--- src/rtl/sdu_print_pkg.sv ---
// Shared types and constants for the SDU print transmit path.
package sdu_print_pkg;

    typedef enum logic [2:0] {
        IDLE = 3'd0,
        SEND = 3'd1,
        CR   = 3'd2,
        LF   = 3'd3,
        ACK  = 3'd4
    } state_t;

    localparam logic [7:0] ASCII_CR    = 8'h0D;
    localparam logic [7:0] ASCII_LF    = 8'h0A;
    localparam logic [7:0] ASCII_0     = 8'h30;
    localparam int         WORD_DIGITS = 8;

endpackage

--- src/rtl/hex2char.sv ---
// Nibble to ASCII hex digit; inverse of the receive-side char-to-hex converter.
module hex2char
    import sdu_print_pkg::*;
#(
    parameter bit HEX_UPPER = 1'b1
) (
    input  logic [3:0] nib,
    output logic [7:0] chr
);

    localparam logic [7:0] ALPHA_BASE = HEX_UPPER ? 8'h41 : 8'h61;

    always_comb begin
        if (nib < 4'd10) chr = ASCII_0 + {4'h0, nib};
        else             chr = ALPHA_BASE + {4'h0, nib} - 8'd10;
    end

endmodule

--- src/rtl/print_tx.sv ---
// CPU debug byte/word to UART character streamer (raw byte or 8 hex digits, MSN first).
// Optional CR/LF after word output: define PRINT_CRLF_EN.
module print_tx
    import sdu_print_pkg::*;
#(
    parameter bit HEX_UPPER = 1'b1
) (
    input  logic        clk,
    input  logic        rstn,
    input  logic [31:0] dout_tx,
    input  logic        type_tx,
    input  logic        req_tx,
    output logic        ack_tx,
    output logic        busy_tx,
    output logic [7:0]  d_tx,
    output logic        vld_tx,
    input  logic        rdy_tx
);

    state_t      state, state_nxt;
    logic [31:0] data_q;
    logic        typ_q;
    logic [3:0]  cnt_q;
    logic [2:0]  nib_idx;
    logic [3:0]  nib;
    logic [7:0]  hex_c;

    // cnt counts digits remaining, so the current nibble sits at 4*(cnt-1)
    assign nib_idx = 3'(cnt_q - 4'd1);
    assign nib     = data_q[{nib_idx, 2'b00} +: 4];

    hex2char #(.HEX_UPPER(HEX_UPPER)) u_hex2char (
        .nib (nib),
        .chr (hex_c)
    );

    always_ff @(posedge clk or negedge rstn) begin
        if (!rstn) state <= IDLE;
        else       state <= state_nxt;
    end

    always_ff @(posedge clk or negedge rstn) begin
        if (!rstn) begin
            data_q <= '0;
            typ_q  <= 1'b0;
            cnt_q  <= '0;
        end else if (state == IDLE && req_tx) begin
            data_q <= dout_tx;
            typ_q  <= type_tx;
            cnt_q  <= type_tx ? 4'(WORD_DIGITS) : 4'd1;
        end else if (state == SEND && rdy_tx) begin
            cnt_q  <= cnt_q - 4'd1;
        end
    end

    always_comb begin
        state_nxt = state;
        ack_tx    = 1'b0;
        busy_tx   = 1'b1;
        vld_tx    = 1'b0;
        d_tx      = 8'h00;
        case (state)
            IDLE: begin
                busy_tx = 1'b0;
                if (req_tx) state_nxt = SEND;
            end
            SEND: begin
                vld_tx = 1'b1;
                d_tx   = typ_q ? hex_c : data_q[7:0];
                if (rdy_tx && cnt_q == 4'd1) begin
`ifdef PRINT_CRLF_EN
                    state_nxt = typ_q ? CR : ACK;
`else
                    state_nxt = ACK;
`endif
                end
            end
`ifdef PRINT_CRLF_EN
            CR: begin
                vld_tx = 1'b1;
                d_tx   = ASCII_CR;
                if (rdy_tx) state_nxt = LF;
            end
            LF: begin
                vld_tx = 1'b1;
                d_tx   = ASCII_LF;
                if (rdy_tx) state_nxt = ACK;
            end
`endif
            ACK: begin
                ack_tx    = 1'b1;
                state_nxt = IDLE;
            end
            default: state_nxt = IDLE;
        endcase
    end

endmodule

--- config.mk ---
export PLATFORM = sky130hd
export DESIGN_NAME = print_tx
export DESIGN_NICKNAME = d
export VERILOG_FILES = /design/src/rtl/sdu_print_pkg.sv /design/src/rtl/hex2char.sv /design/src/rtl/print_tx.sv
export SDC_FILE = /design/constraint.sdc
export NUM_CORES = 1
export LEC_CHECK = 0
export BUFFER_PORTS_ARGS = -buffer_cell sky130_fd_sc_hd__buf_2
export CAP_MARGIN = 25
export CORE_ASPECT_RATIO = 0.7
export CORE_UTILIZATION = 45
export CTS_BUF_LIST = sky130_fd_sc_hd__clkbuf_4 sky130_fd_sc_hd__clkbuf_8
export CTS_CLUSTER_SIZE = 28
export DETAILED_ROUTE_END_ITERATION = 10
export HOLD_SLACK_MARGIN = 0.15
export PLACE_DENSITY = 0.68
export SLEW_MARGIN = 10
export SYNTH_ARGS = -nofsm -noshare
export SYNTH_HDL_FRONTEND = slang
export SYNTH_SLANG_ARGS = --single-unit
--- constraint.sdc ---
create_clock -name clk -period 4.2 [get_ports clk]
set_input_delay 0.63 -clock clk [delete_from_list [all_inputs] [get_ports clk]]
set_output_delay 0.63 -clock clk [all_outputs]
set_load 0.03 [all_outputs]
==> reports/results.tsv <==
stage	metric	value	unit
outcome	status	finished clean	
sta	Tmin final	3.38	ns
global_route	met1 Track Usage GR	28.6	%
floorplanning	std cell rows	20	
setup_path	crit start category	register	
setup_path	Crit. End Element	output port	
sta	Fmax	296	MHz
setup_path	Crit Path Category	reg2out	
finish	synth-to-layout area growth	19.1	%
setup_path	Worst Setup SP	cnt_q[1]	
setup_path	CP peak stage delay	0.60	ns
sta	final setup TNS	0	ns
setup_path	CP top delay family	multiplexers	
synthesis	Post-synth top cells	nand2_1 (104), dfrtp_1 (39), mux2i_1 (13)	
routing	drt wl/cell	13.1	microns
sta	fin crit share	80.5	%
floorplanning	chip height	58.6	microns
floorplanning	die width	82.8	microns
sta	Layout Skew	0.00424	ns
clock_network	Max clock buf depth	2	
clock_network	# hold bufs at CTS	0	
global_route	GR peak layer	met2	
synthesis	Mapped Cells	227	
synthesis	FFs w/ async S/R, synth	100	%
floorplanning	initial core utilization	47.3	%
global_route	largest net degree at the start of global routing	40	
placed_design	Placer Congestion	0.768	
pwr	P_leak	1.31	nW
sta	slew margin rel.	43.1	%
global_route	grt met3 use	7.29	%
synthesis	register bit count reported by yosys	39	
clock_network	htree depth	2	
sta	number of setup violations in the final report	0	
setup_path	worst path required time	3.57	ns
sta	final hold violations	0	
routing	Via density	4.98	
global_route	GRT Util Overall	20.0	%
clock_network	Worst-Skew Late Latency	0.29	ns
setup_path	reg2reg start	state[2]	
floorplanning	die area	4850	sq um
setup_path	worst-path fanout max	6	
setup_path	slowest stage cell on the critical path	mux4_2	
routing	via count	1640	
synthesis	Synth Cell Area	2060	sq um
routing	DRT Pass-1 Iters	4	
global_route	number of global-route vias before repair	1567	
clock_network	CTS tree	built	
placed_design	HPWL Detailed	3150	microns
finish	share of layout cells above drive strength 1	25.5	%
sta	worst slew pin tran	0.853	ns
finish	ant diodes	0	
synthesis	most frequent cell after synthesis	nand2_1	
synthesis	Syn Area/Cell	9.07	sq um
floorplanning	Ports	48	
synthesis	Yosys top cell area share	47.4	%
global_route	M2 GR Usage	29.7	%
synthesis	EDFF count, synth	0	
placed_design	IO Port Bufs	47	
clock_network	TritonCTS buffer count	5	
routing	DRC viols	0	
finish	final net count	313	
routing	number of routed nets with antenna violations	0	
setup_path	Arrival @ worst endpoint	2.75	ns
synthesis	largest area contributor in the netlist	dfrtp_1	
global_route	grt total ovfl	0	
setup_path	Cell Chain, Critical Path	inv_1, ha_1, inv_1, mux4_2, ha_1, o21ai_0, nand2_1, a22o_1, buf_2	
synthesis	Yosys warnings	0	
clock_network	CTS Sinks	39	
floorplanning	Core Area	4350	sq um
pwr	worst vdd ir	608	uV
sta	RSZ-0062 raised after global routing	no	
pwr	total power	2.21	mW
synthesis	Most used DFF post-synth	dfrtp_1	
finish	# fillers	450	
synthesis	Net Count, Synth	267	
hold_path	Worst Hold Class	in2async	
routing	number of DRC markers in iteration 0	49	
clock_network	CTS clk-pin slew, worst paths	0.08	ns
global_route	first-pass GRT wire length	7420	microns
clock_network	CTS root buffer	clkbuf_8	
clock_network	post-cts gate resize count	0	
synthesis	Cell variety after synth	30	
setup_path	WP buf/inv	3	
global_route	initial antenna violation count	0	
pwr	power density over cell area	900	nW/um^2
sta	Final Slew Violations	0	
routing	final WL	4320	microns
run	# Max-Cap Violations	0	
clock_network	setup bufs post-CTS	0	
synthesis	top cells by area, synth	dfrtp_1 (47%), nand2_1 (19%), mux2i_1 (6.3%)	
synthesis	post-synthesis sequential area ratio	47.4	%
## worst paths after layout
path | to | slack [ns] | cells past startpoint
setup / recovery | d_tx[4] | 0.82 | 9
hold / removal | state[0] | 0.44 | 1
setup reg to reg | cnt_q[3] | 2.49 | 6
hold reg to reg | data_q[18] | 0.48 | 2
max in group asynchronous | data_q[29] | 3.22 | 1
min in group clk | data_q[18] | 0.48 | 2
## flip-flops by register name (all words and copies together) (netlist names)
name,count
typ_q,1
data_q,32
state,2
cnt_q,4
## layout make-up
| type | instances | area [sq um] | area share (%) |
|---|---|---|---|
| well taps | 55 | 68.8 | 2.81 |
| inverters | 5 | 18.8 | 0.765 |
| clock inverters | 1 | 7.51 | 0.306 |
| clock buffers | 7 | 96.3 | 3.93 |
| flip-flops and latches | 39 | 976 | 39.8 |
| repair buffers | 50 | 278 | 11.3 |
| multi-input cells | 172 | 1010 | 41.1 |
## worst reg2reg max path, delay by kind of cell, from the launching register on
| family | cells | cell delay, ns |
|---|---|---|
| buffers and inverters | 1 | 0.19 |
| AND/OR/NAND/NOR | 3 | 0.76 |
| XOR/XNOR | 1 | 0.16 |
| flip-flops | 1 | 0.39 |
| AO/OA/AOI/OAI | 1 | 0.08 |
## per-stage QoR
step                hold WS (ns)  setup WS (ns)  std cells  utilization, %  instance area (sq um)
floorplan                  0.334          0.890        227               -                   2060
global placement           0.457           1.20        320            53.3                   2320
detailed placement         0.462           1.15        321            53.9                   2350
CTS                        0.462          0.811        329            56.3                   2450
global route               0.497          0.622        329            56.3                   2450
finish                     0.439          0.820        329            56.3                   2450
## kinds of logic after synthesis
kind of cell / Yosys count / share of synthesized area (%)
buffers and inverters: 16 / 3.65
multiplexers: 23 / 15.4
AND/OR/NAND/NOR: 123 / 24.4
AO/OA/AOI/OAI: 19 / 5.53
XOR/XNOR: 4 / 1.70
adder cells (fa/ha/maj): 3 / 1.82
flip-flops: 39 / 47.4
## cell usage in the layout, fill, tap and decap left out, drive strengths merged
cell type	n
nor2	5
nand2b	1
a31oi	1
and2	4
mux4	6
nor2b	1
xnor2	3
mux2i	13
ha	3
nand3	3
xor2	1
o21ai	8
buf	50
dfrtp	39
nand4b	1
mux2	4
nor4bb	1
nand2	104
a211oi	1
inv	5
a22o	2
nand4	1
clkbuf	7
a21oi	6
nor4	1
clkinvlp	1
or2b	1
a21o	1
## report_power, final
part	internal [mW]	switching, mW
Clock	0.149	0.131
Sequential	0.547	0.132
Combinational	0.532	0.715
## layer usage
layer,wire (microns),vias to the layer above,part of all wire (%)
li1,-,838,-
met1,2280,756,53
met2,1810,42,42
met3,210,4,4.9
met4,19,0,0.44
met5,0,-,0
Note: power is estimated with default switching activity, not from simulation.
